### src/rtl/mult_pkg.sv
// rtl/mult_pkg.sv - shared types and constants for the radix-4 Booth multiplier control
//
// Purpose: FSM state encoding, Booth operation encoding, default iteration
// count and the Booth window classifier shared by mult_control and booth_decoder.
package mult_pkg;

  localparam int DEFAULT_ITERATIONS = 16;

  typedef enum logic [1:0] {
    IDLE,
    RUN,
    DONE
  } state_t;

  typedef enum logic [2:0] {
    NONE,
    ADD_M,
    ADD_2M,
    SUB_M,
    SUB_2M
  } booth_op_t;

  // Window is {q[i+1], q[i], q[i-1]}; the digit is -2*q[i+1] + q[i] + q[i-1].
  function automatic booth_op_t booth_op(input logic [2:0] window);
    case (window)
      3'b001, 3'b010: return ADD_M;
      3'b011:         return ADD_2M;
      3'b100:         return SUB_2M;
      3'b101, 3'b110: return SUB_M;
      default:        return NONE;
    endcase
  endfunction

endpackage

### src/rtl/booth_decoder.sv
// rtl/booth_decoder.sv - combinational Booth window to datapath strobe decode
//
// Purpose: maps a 3-bit Booth window to add/sub/multiplicand-doubling strobes.
// Ports:
//   data_in_i      3-bit Booth window {q[i+1], q[i], q[i-1]}
//   add_o          add the (possibly doubled) multiplicand
//   sub_o          subtract the (possibly doubled) multiplicand
//   shift_mcand_o  use 2x multiplicand
module booth_decoder
  import mult_pkg::*;
(
  input  logic [2:0] data_in_i,
  output logic       add_o,
  output logic       sub_o,
  output logic       shift_mcand_o
);

  always_comb begin
    add_o         = 1'b0;
    sub_o         = 1'b0;
    shift_mcand_o = 1'b0;
    case (booth_op(data_in_i))
      ADD_M:  add_o = 1'b1;
      ADD_2M: begin
        add_o         = 1'b1;
        shift_mcand_o = 1'b1;
      end
      SUB_M:  sub_o = 1'b1;
      SUB_2M: begin
        sub_o         = 1'b1;
        shift_mcand_o = 1'b1;
      end
      default: ;
    endcase
  end

endmodule

### src/rtl/mult_control.sv
// rtl/mult_control.sv - control FSM for a radix-4 Booth sequential multiplier
//
// Purpose: sequences ITERATIONS Booth steps, decoding the multiplier window
// each RUN cycle into datapath strobes and requesting a 2-bit product shift.
// Optional feature macro: MULT_CONTROL_COUNT_OUT_EN adds count/busy outputs.
// Ports:
//   clock              rising-edge clock
//   resetn             synchronous active-low reset
//   start              begin (or restart) a multiplication
//   data_in            Booth window from the product/multiplier register
//   add, sub           add/subtract multiplicand (Mealy on data_in, RUN only)
//   shiftMultiplicand  use 2x multiplicand for this add/sub
//   shiftProduct       arithmetic right-shift product by 2 this cycle
//   count, busy        (macro only) iteration counter and RUN indicator
//   ready              result valid, held until the next start
module mult_control
  import mult_pkg::*;
#(
  parameter int ITERATIONS = DEFAULT_ITERATIONS
) (
  input  logic                              clock,
  input  logic                              resetn,
  input  logic                              start,
  input  logic [2:0]                        data_in,
  output logic                              add,
  output logic                              sub,
  output logic                              shiftMultiplicand,
  output logic                              shiftProduct,
`ifdef MULT_CONTROL_COUNT_OUT_EN
  output logic [$clog2(ITERATIONS+1)-1:0]   count,
  output logic                              busy,
`endif
  output logic                              ready
);

  localparam int CNT_W = $clog2(ITERATIONS + 1);
  localparam logic [CNT_W-1:0] LAST_CNT = CNT_W'(ITERATIONS - 1);

  state_t           state_q;
  logic [CNT_W-1:0] cnt_q;
  logic             ready_q;
  logic             shift_q;

  logic dec_add, dec_sub, dec_shift;

  booth_decoder u_booth_decoder (
    .data_in_i     (data_in),
    .add_o         (dec_add),
    .sub_o         (dec_sub),
    .shift_mcand_o (dec_shift)
  );

  // ready_q and shift_q are registered alongside the state so they are
  // glitch-free state decodes.
  always_ff @(posedge clock) begin
    if (!resetn) begin
      state_q <= IDLE;
      cnt_q   <= '0;
      ready_q <= 1'b0;
      shift_q <= 1'b0;
    end else if (start) begin
      // start restarts from any state, including mid-RUN
      state_q <= RUN;
      cnt_q   <= '0;
      ready_q <= 1'b0;
      shift_q <= 1'b1;
    end else begin
      case (state_q)
        RUN: begin
          cnt_q <= cnt_q + CNT_W'(1);
          if (cnt_q == LAST_CNT) begin
            state_q <= DONE;
            ready_q <= 1'b1;
            shift_q <= 1'b0;
          end
        end
        IDLE, DONE: ;
        default: begin
          state_q <= IDLE;
          ready_q <= 1'b0;
          shift_q <= 1'b0;
        end
      endcase
    end
  end

  // Booth strobes are Mealy on data_in but only while iterating.
  assign add               = shift_q & dec_add;
  assign sub               = shift_q & dec_sub;
  assign shiftMultiplicand = shift_q & dec_shift;
  assign shiftProduct      = shift_q;
  assign ready             = ready_q;

`ifdef MULT_CONTROL_COUNT_OUT_EN
  assign count = cnt_q;
  assign busy  = (state_q == RUN);
`endif

endmodule

### config.mk
export PLATFORM = sky130hd
export DESIGN_NAME = mult_control
export DESIGN_NICKNAME = d
export VERILOG_FILES = /design/src/rtl/mult_pkg.sv /design/src/rtl/booth_decoder.sv /design/src/rtl/mult_control.sv
export SDC_FILE = /design/constraint.sdc
export NUM_CORES = 1
export LEC_CHECK = 0
export ABC_AREA = 1
export ABC_CLOCK_PERIOD_IN_PS = 1200
export BUFFER_PORTS_ARGS = -buffer_cell sky130_fd_sc_hd__buf_2
export CORE_AREA = 2 2 39 41
export DETAILED_ROUTE_END_ITERATION = 6
export DIE_AREA = 0 0 41 43
export PLACE_DENSITY = 0.48
export REMOVE_ABC_BUFFERS = 1
export SKIP_CTS_REPAIR_TIMING = 1
export SLEW_MARGIN = 20
export SYNTH_ARGS = -nofsm -noshare
export SYNTH_HDL_FRONTEND = slang
export SYNTH_SLANG_ARGS = --single-unit
### constraint.sdc
create_clock -name clock -period 1.2 [get_ports clock]
set_input_delay 0.24 -clock clock [delete_from_list [all_inputs] [get_ports clock]]
set_output_delay 0.24 -clock clock [all_outputs]
set_load 0.02 [all_outputs]
==> run metrics, run 1 <==
Worst setup EP type output port; max-slew violation count 0; Worst Path Required 0.96 ns; total number of vias 386; Nets 80; VDD IR-drop max a little over 0.6 mV; Antenna Nets Post-Route 0; CTS tree built; placed cells around 80; DRC viols 0; Yosys reg bits 7; share of the synthesized area in the top cell type between 30 and 40%; RSZ-0062 raised after global routing yes; clk_skew 0.00593 ns; I/O Pins 11; critical path launch point type flip-flop; die height approximately 43 um; multiplexer area fraction after synthesis 0%; Fillers approximately 160; slew margin rel. a little under nine tenths; overall routing resource usage between 10% and 20%; die area approximately 0.0018 mm2; largest family of logic cells by synthesized area simple AND/OR/NAND/NOR gates; HP Start resetn; Hold Path Sink state_q[0]$_SDFFE_PN0P_; post-synthesis compound-gate area fraction 14.5%; crit share post-route 99.8%; worst-path maximum fanout 4; Adder-Cell Fraction of Synth Area 6.60%; Synth-to-Final Area Change 49.8%; R2R setup slack around 0.030 ns; Pwr Density 991 mW/mm2; Async SR Flop Fraction 0%; initial antenna violation count 0; Core Box Area 0.00138 mm2; Hold Crit Class in -> reg; vias per cell around 4.4; Cell Area, Synth 379 um2; Ys Warns 0; initial DRC count 3; min Tclk post-route approximately 1.2 ns; Register-to-Register Path Depth 7; cell taking the most area after synthesis dfxtp_1; leakage power 0.247 nW; post-DP HPWL 528 um; status complete, no violations; final WL 826 um; first-pass detailed-route iteration total 2; vias in the first global route roughly 280; final hold viol count 0; final setup fails 0; WL per Instance about 9.5 um; Area contributors post-synth dfxtp_1, inv_1, nand2_1; Yosys cell types 15; Syn Inst Count 53; die width between 40 and 50 um; post-synthesis simple-gate area fraction around a third; global-route wire length before repair roughly 1.1 mm; number of flops mapped to enable cells by yosys 0; TritonCTS Buffers 3; xor/xnor share of the synthesized area 0%; ANT cells 0; Slew @ Worst Pin between 0.2 and 0.25 ns; syn avg cell area between 7 and 8 um2; register area between 100 and 150 um2; Synth Flop Type dfxtp_1; WP data arrival roughly 0.96 ns; critical path class reg -> out; most instantiated cells after synthesis inv_1, nand2_1, nor2_1, dfxtp_1, a21oi_1; TritonCTS Sinks 7; reg2reg end cnt_q[4]$_SDFFE_PP0P_; Longest Clk Path Bufs 2; Max Cap Viol 0; Non-Filler Instances 87; GR Overflow Total 0; multi-input logic area ~240 um2; layout cells sized above 1 between 40 and 50%; Setup Total Neg Slack 0 ns; Seq/Total Area, Yosys about 37%; Rows 14; Reg clk slew, reported paths approximately 0.05 ns; Peak Freq 0.835 GHz; number of H-tree levels 1; largest net degree at the start of global routing 8; Crit Reg-Reg Startpoint cnt_q[1]$_SDFFE_PP0P_; Root Driver clkbuf_4; Hold Path Depth 2; Initial Utilization 27.4%; PortBufs 10; Clk Latency, worst-skew pair 0.25 ns; gpl congestion about 0.72
## layout by cell type (no fill, tap or decap), types with 2 or more instances in the layout
| cell type | n |
|---|---|
| o21ai_0 | 2 |
| nor2_1 | 6 |
| inv_1 | 6 |
| nand3_1 | 2 |
| dfxtp_2 | 2 |
| dfxtp_1 | 4 |
| buf_4 | 6 |
| clkbuf_4 | 3 |
| nand2_1 | 9 |
| buf_2 | 7 |
| inv_2 | 3 |
| a21oi_1 | 5 |
| nor2_2 | 2 |
## cells by family (layout without fill, tap and decap cells)
| logic type | count (synthesis) | count (layout) |
|---|---|---|
| buffers and inverters | 10 | 28 |
| AO/OA/AOI/OAI | 10 | 10 |
| AND/OR/NAND/NOR | 24 | 24 |
| flip-flops | 7 | 7 |
| adder cells (fa/ha/maj) | 2 | 2 |
## routing by layer
layer  GRT usage (%)  share of wire (%)
met5               0                  0
met2            12.2                 50
met3            3.14                4.4
met4            12.0                1.6
met1            12.1                 44
## critical path, stage by stage (launching register included)
cell,delay (ns)
dfxtp_4,0.37
inv_6,0.04
nor3_4,0.16
buf_6,0.14
## final cells by class
type,instances,area share (%)
Timing Repair Buffer,14,16.1
Tap cell,16,3.52
Sequential cell,7,25.8
Multi-Input combinational cell,36,42.5
Clock buffer,4,4.63
Inverter,10,7.49
## worst max-delay path by stage
stage                     slack, ns  cells past startpoint                     from                    end
after floorplan               -0.18                      2  state_q[0]$_SDFFE_PN0P_                    add
after global placement       -0.009                      7    cnt_q[0]$_SDFFE_PP0P_  cnt_q[4]$_SDFFE_PP0P_
after detailed placement      -0.02                      7    cnt_q[0]$_SDFFE_PP0P_  cnt_q[4]$_SDFFE_PP0P_
after CTS                     -0.15                      3  state_q[0]$_SDFFE_PN0P_                    sub
after global routing          -0.07                      3  state_q[0]$_SDFFE_PN0P_                    add
final                         0.003                      3  state_q[0]$_SDFFE_PN0P_                    add
## power breakdown
| group | switching, W | total (W) | internal (W) |
|---|---|---|---|
| registers | 0.00000670 | 0.000246 | 0.000239 |
| logic | 0.0000566 | 0.0000983 | 0.0000416 |
| clock network | 0.0000914 | 0.000219 | 0.000127 |
## flip-flops by register name, summed over array words and instances, names as in the netlist
name and cells:
cnt_q 5, state_q 2
## stage by stage
step	hold WS [ns]	util, %	setup slack (ns)	total power, W	instance area (um2)
after floorplan	0.358	-	-0.177	0.000295	379
after global placement	0.450	33.5	-0.00888	0.000323	464
after detailed placement	0.457	33.5	-0.0231	0.000323	464
after CTS	0.219	35.4	-0.146	0.000552	490
after global routing	0.211	41.0	-0.0676	0.000609	568
final	0.225	41.0	0.00261	0.000563	568
No activity file was read; power rests on OpenSTA's default activity.
==> inputs of run 2 (changes only) <==
Settings changed: ABC_AREA 1 to default, PLACE_DENSITY 0.48 to 0.45.
==> run 2 against run 1 <==
Compared with the run above: final area grew 3.3%; sequential power is essentially flat; synthesized area is 8.6% lower; synthesized cell count shrank 25%; the flow now finishes with violations (negative setup slack); largest cell class unchanged; core utilization up 1.4 points; global-route usage increased by 0.78 points; register-to-register slack about the same; cell count is 9.2% lower.
==> run metrics, run 2 <==
number of flops mapped to enable cells by yosys 0; Reg clk slew, reported paths 0.05 ns; final WL roughly 810 um; number of H-tree levels 1; Rows 14; WP data arrival 0.97 ns; commonest non-fill, non-tap cells in the layout buf_4, nor2_1, buf_2; Yosys cell types 21; status finished, violations left; ANT cells 0; Final Total Pwr ~0.00055 W; Fillers between 100 and 150; leakage power 0.244 nW; die height roughly 43 um; Ys Warns 0; RSZ-0062 raised after global routing yes; PortBufs 10; syn avg cell area around 8.7 um2; Longest Clk Path Bufs 2; Syn Inst Count 40; layout cells sized above 1 between 50% and 60%; I/O Pins 11; R2R setup slack approximately 0.04 ns; Peak Freq between 0.8 and 0.9 GHz; WL per Instance between 10 and 15 um; final hold viol count 0; min Tclk post-route around 1.2 ns; share of the synthesized area in the top cell type a little over 40%; GR Overflow Total 0; count leader, synth dfxtp_1; Worst Setup SP data_in[0]; Root Driver clkbuf_4; Worst setup EP type output port; Pwr Density 946 mW/mm2; Final WS setup -0.0138 ns; largest net degree at the start of global routing 9; Core Box Area ~0.0014 mm2; Synth-to-Final Area Change 69.3%; Clk Latency, worst-skew pair ~0.25 ns; vias in the first global route roughly 340; Cell Area, Synth between 300 and 400 um2; Seq/Total Area, Yosys between 40% and 50%; cell taking the most area after synthesis dfxtp_1; final setup fails 1; clk_skew about 0.0033 ns; DRC viols 0; slew margin rel. 82.8%; overall routing resource usage between 10% and 20%; max-slew violation count 0; initial DRC count 4; total number of vias 349; die width between 40 and 50 um; most common cell after layout, fill and taps aside buf_4; Initial Utilization between 20% and 30%; vias per cell roughly 4.4; Hold WS roughly 0.21 ns; Area contributors post-synth dfxtp_1, ha_1, nor2_1; VDD IR-drop max ~0.67 mV; first-pass detailed-route iteration total 4; critical path launch point type input port; Antenna Nets Post-Route 0; worst-path maximum fanout 2; initial antenna violation count 0; gpl congestion ~0.7; most instantiated cells after synthesis dfxtp_1, nor2_1, a21oi_1, nand2_1; TritonCTS Sinks 7; Nets roughly 70; die area approximately 0.0018 mm2; number of flip-flops under the largest register name 5; failing checks negative setup slack; Crit Reg-Reg Startpoint cnt_q[1]$_SDFFE_PP0P_; post-DP HPWL 569 um; TritonCTS Buffers 3; critical path class in -> out; Synth Flop Type dfxtp_1; Async SR Flop Fraction 0%; Reg with most FFs cnt_q; global-route wire length before repair roughly 1.2 mm; Worst Path Required 0.96 ns; Top Registers cnt_q x5, state_q x2; HP Start resetn; Hold Crit Class in -> reg; Max Cap Viol 0; Slew @ Worst Pin roughly 0.26 ns; Yosys reg bits 7; CTS tree built; crit share post-route 101%
-- run 2: final timing paths --
kind | end | cells after the start
setup / recovery | shiftMultiplicand | 4
hold / removal | state_q[0]$_SDFFE_PN0P_ | 2
setup reg to reg | cnt_q[4]$_SDFFE_PP0P_ | 4
hold reg to reg | cnt_q[3]$_SDFFE_PP0P_ | 2
-- run 2: cells by family after synthesis --
| family | Yosys count | synth area share, % |
|---|---|---|
| flops | 7 | 40.4 |
| xor+xnor | 2 | 5.06 |
| buf+inv | 1 | 1.08 |
| fa+ha+maj | 2 | 7.22 |
| simple gates | 20 | 32.5 |
| compound gates | 8 | 13.7 |
-- run 2: layout make-up --
cell class,instances,area (um2),share of cell area [%]
clock buffers,4,26.3,4.48
inverters,1,3.75,0.640
multi-input cells,32,249,42.4
flip-flops and latches,7,146,24.9
well taps,16,20.0,3.41
repair buffers,19,141,24.1
-- run 2: metrics by stage --
stage | cells | util, % | setup TNS, ns | instance area (um2) | setup slack (ns)
after floorplan | 40 | - | -0.376 | 347 | -0.248
after global placement | 73 | 33.9 | -0.205 | 469 | -0.167
after detailed placement | 73 | 33.9 | -0.226 | 469 | -0.183
after CTS | 77 | 35.8 | -0.497 | 495 | -0.185
after global routing | 79 | 42.4 | -0.0427 | 587 | -0.0360
final | 79 | 42.4 | -0.0138 | 587 | -0.0138
-- run 2: per-layer routing --
metal	track usage [%]	part of all wire (%)	routed length, um	vias to the layer above
met5	0	0	0	-
met4	12.0	1.9	15	0
met3	1.57	6.7	54	2
met2	15.6	46	369	13
met1	12.0	45	367	150
li1	-	-	-	184
-- run 2: report_power, final --
part           switching [W]  total (W)  internal (W)  leakage, nW
clock              0.0000868   0.000214      0.000127       0.0150
combinational      0.0000433  0.0000969     0.0000536        0.171
sequential        0.00000594   0.000244      0.000238       0.0584
-- run 2: worst max-delay path, stage by stage --
cell      delay [ns]
buf_6           0.09
or3b_4          0.38
a21boi_2        0.14
buf_6           0.13
